`src/rtl/input_buf_pkg.sv`:
```
// Shared definitions for the double-buffered input tile scheduler.
package input_buf_pkg;

  localparam int unsigned NUM_BANK = 2;

  typedef enum logic [1:0] {
    EMPTY    = 2'd0,
    FILLING  = 2'd1,
    FULL     = 2'd2,
    DRAINING = 2'd3
  } bank_state_e;

endpackage

```
`src/rtl/input_bank_fsm.sv`:
```
// Per-bank lifecycle (EMPTY -> FILLING -> FULL -> DRAINING -> EMPTY) and drain timer.
module input_bank_fsm
  import input_buf_pkg::*;
#(
  parameter int unsigned DATA_WIDTH = 16
) (
  input  logic                  clk,
  input  logic                  rst,
  input  logic                  fill_start,
  input  logic                  drain_start,
  input  logic                  wr_done,
  input  logic [DATA_WIDTH-1:0] num_row,
  output logic [1:0]            state,
  output logic                  full
);

  localparam int unsigned CntW = DATA_WIDTH + 1;

  bank_state_e     state_q, state_d;
  logic [CntW-1:0] cnt_q, cnt_d;

  // Next-state and drain countdown; the counter holds the DRAINING cycles still to come.
  always_comb begin
    state_d = state_q;
    cnt_d   = cnt_q;
    unique case (state_q)
      EMPTY: begin
        if (fill_start) state_d = FILLING;
      end
      FILLING: begin
        if (wr_done) state_d = FULL;
      end
      FULL: begin
        if (drain_start) begin
          state_d = DRAINING;
          // 2N-1 draining cycles including the first one, so 2N-2 remain after it.
          cnt_d   = {num_row, 1'b0} - CntW'(2);
        end
      end
      DRAINING: begin
        if (cnt_q == '0) state_d = EMPTY;
        else             cnt_d   = cnt_q - CntW'(1);
      end
      default: state_d = EMPTY;
    endcase
  end

  // State and counter registers with synchronous reset.
  always_ff @(posedge clk) begin
    if (rst) begin
      state_q <= EMPTY;
      cnt_q   <= '0;
    end else begin
      state_q <= state_d;
      cnt_q   <= cnt_d;
    end
  end

  assign state = state_q;
  assign full  = (state_q == FULL);

endmodule

```
`src/rtl/input_buf_sched.sv`:
```
// Ping-pong scheduler for two input buffer banks: grants tile fills and array drains.
// Optional sticky error flag enabled by defining INPUT_BUF_SCHED_ERR_EN.
module input_buf_sched
  import input_buf_pkg::*;
#(
  parameter int unsigned DATA_WIDTH = 16,
  parameter int unsigned ACCUM_ROW  = 128
) (
  input  logic                           clk,
  input  logic                           rst,
  input  logic                           fill_req,
  input  logic [DATA_WIDTH-1:0]          fill_rows,
  output logic                           fill_gnt,
  input  logic                           cmp_req,
  output logic                           cmp_gnt,
  output logic [NUM_BANK-1:0]            wr_start,
  output logic [NUM_BANK-1:0]            rd_start,
  output logic [NUM_BANK*DATA_WIDTH-1:0] bank_num_row,
  input  logic [NUM_BANK-1:0]            wr_done_in,
  output logic [NUM_BANK-1:0]            bank_full,
  output logic                           err
);

  localparam logic [DATA_WIDTH-1:0] AccumRowW = DATA_WIDTH'(ACCUM_ROW);

  logic                  fp_q, rp_q;
  logic                  fill_gnt_q, cmp_gnt_q;
  logic [NUM_BANK-1:0]   wr_start_q, rd_start_q;
  logic [DATA_WIDTH-1:0] num_row_q [NUM_BANK];
  logic [1:0]            bank_state [NUM_BANK];

  logic                  fill_ok, cmp_ok;
  logic [NUM_BANK-1:0]   fill_sel, drain_sel;
  logic [DATA_WIDTH-1:0] rows_clamped;

  // Grant decisions. A request whose grant pulse is being presented this cycle is
  // already consumed, so it cannot win a second bank while the requester still holds it.
  always_comb begin
    fill_ok   = fill_req && (fill_rows != '0) && !fill_gnt_q && (bank_state[fp_q] == EMPTY);
    cmp_ok    = cmp_req && !cmp_gnt_q && (bank_state[rp_q] == FULL);
    fill_sel  = '0;
    drain_sel = '0;
    fill_sel[fp_q]  = fill_ok;
    drain_sel[rp_q] = cmp_ok;
    rows_clamped = (fill_rows > AccumRowW) ? AccumRowW : fill_rows;
  end

  // Registered grant pulses, bank pointers and latched row counts.
  always_ff @(posedge clk) begin
    if (rst) begin
      fp_q       <= 1'b0;
      rp_q       <= 1'b0;
      fill_gnt_q <= 1'b0;
      cmp_gnt_q  <= 1'b0;
      wr_start_q <= '0;
      rd_start_q <= '0;
      for (int b = 0; b < NUM_BANK; b++) num_row_q[b] <= '0;
    end else begin
      fill_gnt_q <= fill_ok;
      cmp_gnt_q  <= cmp_ok;
      wr_start_q <= fill_sel;
      rd_start_q <= drain_sel;
      if (fill_ok) begin
        fp_q            <= ~fp_q;
        num_row_q[fp_q] <= rows_clamped;
      end
      if (cmp_ok) rp_q <= ~rp_q;
    end
  end

  for (genvar b = 0; b < NUM_BANK; b++) begin : g_bank
    input_bank_fsm #(
      .DATA_WIDTH (DATA_WIDTH)
    ) u_bank (
      .clk         (clk),
      .rst         (rst),
      .fill_start  (fill_sel[b]),
      .drain_start (drain_sel[b]),
      .wr_done     (wr_done_in[b]),
      .num_row     (num_row_q[b]),
      .state       (bank_state[b]),
      .full        (bank_full[b])
    );
    assign bank_num_row[b*DATA_WIDTH +: DATA_WIDTH] = num_row_q[b];
  end

  assign fill_gnt = fill_gnt_q;
  assign cmp_gnt  = cmp_gnt_q;
  assign wr_start = wr_start_q;
  assign rd_start = rd_start_q;

`ifdef INPUT_BUF_SCHED_ERR_EN
  logic err_q;
  logic err_set;

  // Protocol violations: bad row count on a request, or write-done for a bank not filling.
  always_comb begin
    err_set = fill_req && ((fill_rows == '0) || (fill_rows > AccumRowW));
    for (int b = 0; b < NUM_BANK; b++) begin
      if (wr_done_in[b] && (bank_state[b] != FILLING)) err_set = 1'b1;
    end
  end

  // Sticky until reset.
  always_ff @(posedge clk) begin
    if (rst)          err_q <= 1'b0;
    else if (err_set) err_q <= 1'b1;
  end

  assign err = err_q;
`else
  assign err = 1'b0;
`endif

endmodule
```
`config.mk`:
```
export PLATFORM = sky130hd
export DESIGN_NAME = input_buf_sched
export DESIGN_NICKNAME = d
export VERILOG_FILES = /design/src/rtl/input_buf_pkg.sv /design/src/rtl/input_bank_fsm.sv /design/src/rtl/input_buf_sched.sv
export SDC_FILE = /design/constraint.sdc
export NUM_CORES = 1
export LEC_CHECK = 0
export CORE_MARGIN = 2
export CORE_UTILIZATION = 55
export CTS_BUF_LIST = sky130_fd_sc_hd__clkbuf_16
export DETAILED_ROUTE_END_ITERATION = 10
export HOLD_SLACK_MARGIN = 0.15
export PLACE_DENSITY = 0.87
export SLEW_MARGIN = 25
export SYNTH_ARGS = -nofsm -noshare
export SYNTH_HDL_FRONTEND = slang
export SYNTH_SLANG_ARGS = --single-unit
```
`constraint.sdc`:
```
create_clock -name clk -period 3.4 [get_ports clk]
set_clock_uncertainty 0.15 [all_clocks]
set_input_delay 0.34 -clock clk [delete_from_list [all_inputs] [get_ports clk]]
set_output_delay 0.34 -clock clk [all_outputs]
set_load 0.02 [all_outputs]
```
Yosys cells after proc, flatten, opt, wreduce, memory -nomap -nowiden

Memories as Yosys holds them, arrays and structs flattened.
Index checks and enable logic that the tools add are counted.

Bits of input ports: 22
RAM bits: 32
Memories kept: 1
Output and inout bits: 41
Logic and storage cells: 102
Register bits: 46

Reduce and logical (&&, ||, !) cells: 22
Equal/unequal tests: 17
Multiplexer cells: 35
Bitwise operators: 6
$add $sub $neg: 4
Magnitude comparators: 7

Memory list:

| name      | words | width | rd ports | clocked after Yosys merged registers in | wr ports | line                  | RTL |
|---|---|---|---|---|---|---|---|
| num_row_q | 2     | 16    | 2        | 0                                       | 2        | input_buf_sched.sv:29 | `logic [DATA_WIDTH-1:0] num_row_q [NUM_BANK];` |

Operators with widths:

| kind                    | count |
|---|---|
| $mux W17                | 4 |
| $pmux W17 S2            | 2 |
| $logic_not A17 Y1       | 2 |
| $sub A17 B1 Y17 const B | 2 |
| $sub A17 B2 Y17 const B | 2 |
| $mux W16                | 2 |
| $mux W2                 | 14 |
| $gt A16 B8 Y1 const B   | 1 |
| $ne A2 B2 Y1 const B    | 8 |
| $pmux W2 S4             | 2 |
| $reduce_bool A16 Y1     | 1 |
| $reduce_or A16 Y1       | 1 |
| $eq A2 B2 Y1 const B    | 5 |
| $mux W1                 | 9 |
| $reduce_and A4 Y1       | 2 |
| $logic_and A1 B1 Y1     | 7 |
| $logic_not A2 Y1        | 3 |
| $reduce_and A3 Y1       | 2 |
| $and A2 B2 Y2           | 2 |
| $eq A2 B1 Y1 const B    | 2 |
| $ge A2 B2 Y1 const B    | 2 |
| $lt A1 B2 Y1 const B    | 2 |
| $ne A2 B1 Y1 const B    | 2 |
| $not A1 Y2              | 2 |
| other kinds (5)         | 10 |

Logic depth before layout (Yosys ltp)

Depth in word-level cells: 11
Gate-level depth with buffers: 9
Mapped depth without buffers: 8

Cells and area by module

Synthesis repeated with hierarchy kept, for this count alone.

Cells, all modules: 511
Area, all modules: 4,589.4 µm²

By module, submodules not included:

| module          | times used | area each (µm²) | cells each | sequential area each (µm²) |
|---|---|---|---|---|
| input_bank_fsm  | 2          | 1,461.4         | 198        | 380.4 |
| input_buf_sched | 1          | 1,666.6         | 115        | 1,121.1 |

Least setup slack after synthesis

No wires, ideal clock.

Path type: reg-to-reg
Start point: register g_bank[0].u_bank.state_q[1]
End point: memory num_row_q[0][0] (enable)
Slack: 0.983 ns
Setup time: 0.411 ns
Data arrival time: 1.856 ns
Period minus slack after synthesis: 2.417 ns
Path buffers: 0
Stages on the path, launching flop included: 4
Required time: 2.839 ns
Path through: dfxtp_1 > nor3_1 > nand2_1 > o21ai_0

RTL lines:

| what                   | line                  | RTL |
|---|---|---|
| start, declared        | input_bank_fsm.sv:19  | `bank_state_e state_q, state_d;` |
| start signal, assigned | input_bank_fsm.sv:54  | `state_q <= state_d;` |
| end, declared          | input_buf_sched.sv:29 |  |

Final worst setup path

Start point: register g_bank[1].u_bank.state_q[1]
End point: register g_bank[1].u_bank.cnt_q[12]

Word-level cells in the longest chain between the ends: 8
Elaborated cells between the ends (all ways): 13
Those cells by class: eq/ne (5); mux (4); bitwise (1); reduce/logical (3)

Ends and longest elaborated chain:

| what                                       | line                  | RTL |
|---|---|---|
| start, declared                            | input_bank_fsm.sv:19  |  |
| start signal, assigned                     | input_bank_fsm.sv:54  |  |
| $mux W2 (not written as such) (3 in a row) | input_buf_sched.sv:40 | `cmp_ok = cmp_req && !cmp_gnt_q && (bank_state[rp_q] == FULL);` |
| $eq A2 B2 Y1                               | input_buf_sched.sv:40 |  |
| $logic_and A1 B1 Y1                        | input_buf_sched.sv:40 |  |
| $and A2 B2 Y2 (no line)                    | n/a                   |  |
| $ne A2 B2 Y1 (no line)                     | n/a                   |  |
| $reduce_and A3 Y1 (no line)                | n/a                   |  |
| end signal, assigned                       | input_bank_fsm.sv:55  | `cnt_q <= cnt_d;` |
| end, declared                              | input_bank_fsm.sv:20  | `logic [CntW-1:0] cnt_q, cnt_d;` |

Several ways; a longest one is shown, not always the timed one. The select of a mux whose other input is x is not followed.
A chain may end at the register's enable or synchronous reset.

==> results.cfg <==
[route]
ant_nets = 0
dr.pass1.iters = 5
post_drt_via_cell_ratio = 6.00
wl_um = 11100
wl_met1_um = 5010
via_count = 4041
dr.first_iter.drc_count = 456
met3WireLength_um = 680
wl_per_cell_um = 16.4
top_layer = met4
wl_met2_um = 5160
drc = 0

[cts]
cts.clk_slew.worst_paths_ps = 60
cts_sinks = 78
cts_tree = done
cts_setup_buffers = 0
ctsResizeCount = 0
numCtsBuffers = 9
cts-root-buf = clkbuf_16
clock_path_buffers = 2
ctsHoldBuffers = 0
clock_latency_ps = 330
htreeDepth = 3

[floorplanning]
die_h_um = 93.6
chipWidth_um = 93.6
core_sq_um = 7770
row_count = 32
initial_core_util_pct = 56.9
dieArea_sq_um = 8770
io_pins = 63

[power]
pwr-share-clk_pct = 29.0
ir_drop_mv = 0.394
power_switching_w = 0.00120
p_per_area_nw_per_um2 = 612
switching_share_pct = 36.2
p_comb_share_pct = 33.5
leakage_nw = 1.89
seqPwrFrac_pct = 37.5
internal_power_w = 0.00212

[sta]
worst_slack_ps = 731
relSlewSlack_pct = 49.7
setup_viol = 0
slew_violations = 0
worst_pin_slew_ps = 748
rsz0062_at_grt = false
hold_violations = 0
fin_crit_ps = 2670
fin_crit_sh_pct = 78.5
max_freq_mhz = 375
fin_tns_setup_ps = 0

[global_route]
grt.overflow.total = 0
antenna_found_initial = 0
grt_pass1_vias = 3810
grt_pass1_wl_um = 18300
gr-usage-all-layers_pct = 26.6
grt_max_degree = 42

[finish]
diodes = 0
final_nets = 603
drive_above_1_share_pct = 5.59
layout_common_cells = clkdlybuf4s50_1, nand2_1, dfxtp_1, nor2_1, edfxtp_1
layout_commonest_cell = clkdlybuf4s50_1
fill_cells = 602
syn_to_final_growth_pct = 23.1

[worst_setup_path]
startpoint_type = flip-flop
cp-end-kind = flip-flop
path_max_fanout = 25
crit_arrival_ps = 2750
path_delay_family = compound AO/OA/AOI/OAI gates
cpMaxStageDelayCell = ha_1
path_cells = ha_1, or2_2, o211a_1, o21ai_0, a32o_1
cp.required_ps = 3480
path_buf_inv = 0
critPathKind = flip-flop to flip-flop
slowest_delay_ps = 620

[place]
gp_congestion = 0.903
portBuffers = 61
place_ws_ps = 588
place_hpwl_um = 7860

[synthesis]
synth_flop_cell = dfxtp_1
syn_inst = 500
synth_area_sq_um = 4420
synth_area_leaders = edfxtp_1, dfxtp_1, nand2_1, ha_1, o21ai_0
yosysUniqueCellTypes = 57
yosysTopAreaCellShare_pct = 21.8
seq_area_frac_synth_pct = 42.6
async_reset_ff_share_pct = 0
synth_top_cell_by_area = edfxtp_1
synth_edf_count = 32
synth_area_per_cell_sq_um = 8.84
synth_seq_cells = 78
ys_warn_count = 0

[job]
cap_violations = 0

[min_path]
worstHoldPathType = flip-flop to flip-flop

[run_status]
outcome = finished, final reports clean
[power groups by stage]
stage	sequential [W]	clock (W)	combinational, W
after floorplan	0.00130	0	0.000703
after global placement	0.00125	0	0.00106
after detailed placement	0.00126	0	0.00109
after CTS	0.00124	0.000965	0.00110
after global routing	0.00127	0.00102	0.00122
final	0.00125	0.000964	0.00111
[final timing paths]
kind | startpoint | endpoint | slack [ps] | cells after the start
setup / recovery | g_bank[1].u_bank.state[1]$_SDFFE_PP0P_ | g_bank[1].u_bank.cnt_q[12]$_SDFFE_PP0P_ | 730 | 5
hold / removal | g_bank[0].u_bank.cnt_q[16]$_SDFFE_PP0P_ | g_bank[0].u_bank.cnt_q[16]$_SDFFE_PP0P_ | 330 | 2
setup reg to reg | g_bank[1].u_bank.state[1]$_SDFFE_PP0P_ | g_bank[1].u_bank.cnt_q[12]$_SDFFE_PP0P_ | 730 | 5
hold reg to reg | g_bank[0].u_bank.cnt_q[16]$_SDFFE_PP0P_ | g_bank[0].u_bank.cnt_q[16]$_SDFFE_PP0P_ | 330 | 2
[sequential cells by signal, summed over array words and instances (netlist names)]
name / flops
num_row_q: 32
rd_start: 2
wr_start: 2
g_bank.u_bank.cnt_q: 34
g_bank.u_bank.state: 4
fill_gnt: 1
rp_q: 1
fp_q: 1
cmp_gnt: 1
[Yosys cell counts (3+ instances only)]
master,count
buf_2,3
o211ai_1,13
ha_1,14
nand2_1,56
and2_1,16
or3_1,3
a21oi_1,27
a22oi_1,3
nor3_1,28
nor2_1,38
nand2b_1,7
o41a_1,4
o22ai_1,9
xnor2_1,16
xor2_1,12
or4_1,7
nor2b_1,4
mux2i_1,3
o21ai_0,32
dfxtp_1,46
nand3_1,11
nor3b_1,3
inv_1,19
nor4_1,13
a211oi_1,4
nand3b_1,4
clkbuf_1,17
edfxtp_1,32
a32o_1,7
o21ai_1,7
nand4_1,4
o31a_1,3
buf_4,4
[metal layers]
| layer | GRT usage (%) | vias up |
|---|---|---|
| met5 | 0 | - |
| met4 | 11.0 | 0 |
| met3 | 4.43 | 24 |
| met2 | 40.6 | 159 |
| met1 | 37.5 | 1909 |
| li1 | - | 1949 |
[final cells by class]
type / instances / area, sq um / area share [%]
multi-input combinational: 392 / 2400 / 44.2
sequential: 78 / 1880 / 34.6
timing repair buffer: 66 / 648 / 11.9
clock buffer: 9 / 225 / 4.14
tap: 102 / 128 / 2.35
inverter: 20 / 75.1 / 1.38
clock inverter: 7 / 73.8 / 1.36
[metrics by stage]
| step | hold WS (ps) | area [sq um] | total power, W | std cells | util, % |
|---|---|---|---|---|---|
| 2_1_floorplan | 300 | 4480 | 0.00201 | 516 | - |
| 3_3_place_gp | 320 | 5140 | 0.00231 | 658 | 66.1 |
| 3_5_place_dp | 325 | 5140 | 0.00235 | 658 | 66.1 |
| 4_1_cts | 333 | 5440 | 0.00331 | 674 | 70.0 |
| 5_1_grt | 353 | 5440 | 0.00351 | 674 | 70.0 |
| 6_report | 331 | 5440 | 0.00333 | 674 | 70.0 |
[worst min-delay path, stage by stage, from the launching register on]
cell and delay [ps]:
dfxtp_1 310, o21ai_1 70, a21oi_1 60
[logic make-up (layout without fill, tap and decap cells)]
kind of cell / after synthesis / count (layout) / share of synthesized area, %
and+or+nand+nor: 203 / 203 / 23.5
AOI/OAI and AO/OA: 126 / 126 / 19.0
DFF: 78 / 78 / 42.6
buffers and inverters: 46 / 102 / 4.33
xor gates and xnor gates: 28 / 28 / 5.55
adders and majority gates: 14 / 14 / 3.96
muxes: 4 / 4 / 0.935
other: 1 / 17 / 0.0849
Power figures use the tool's default switching activity.
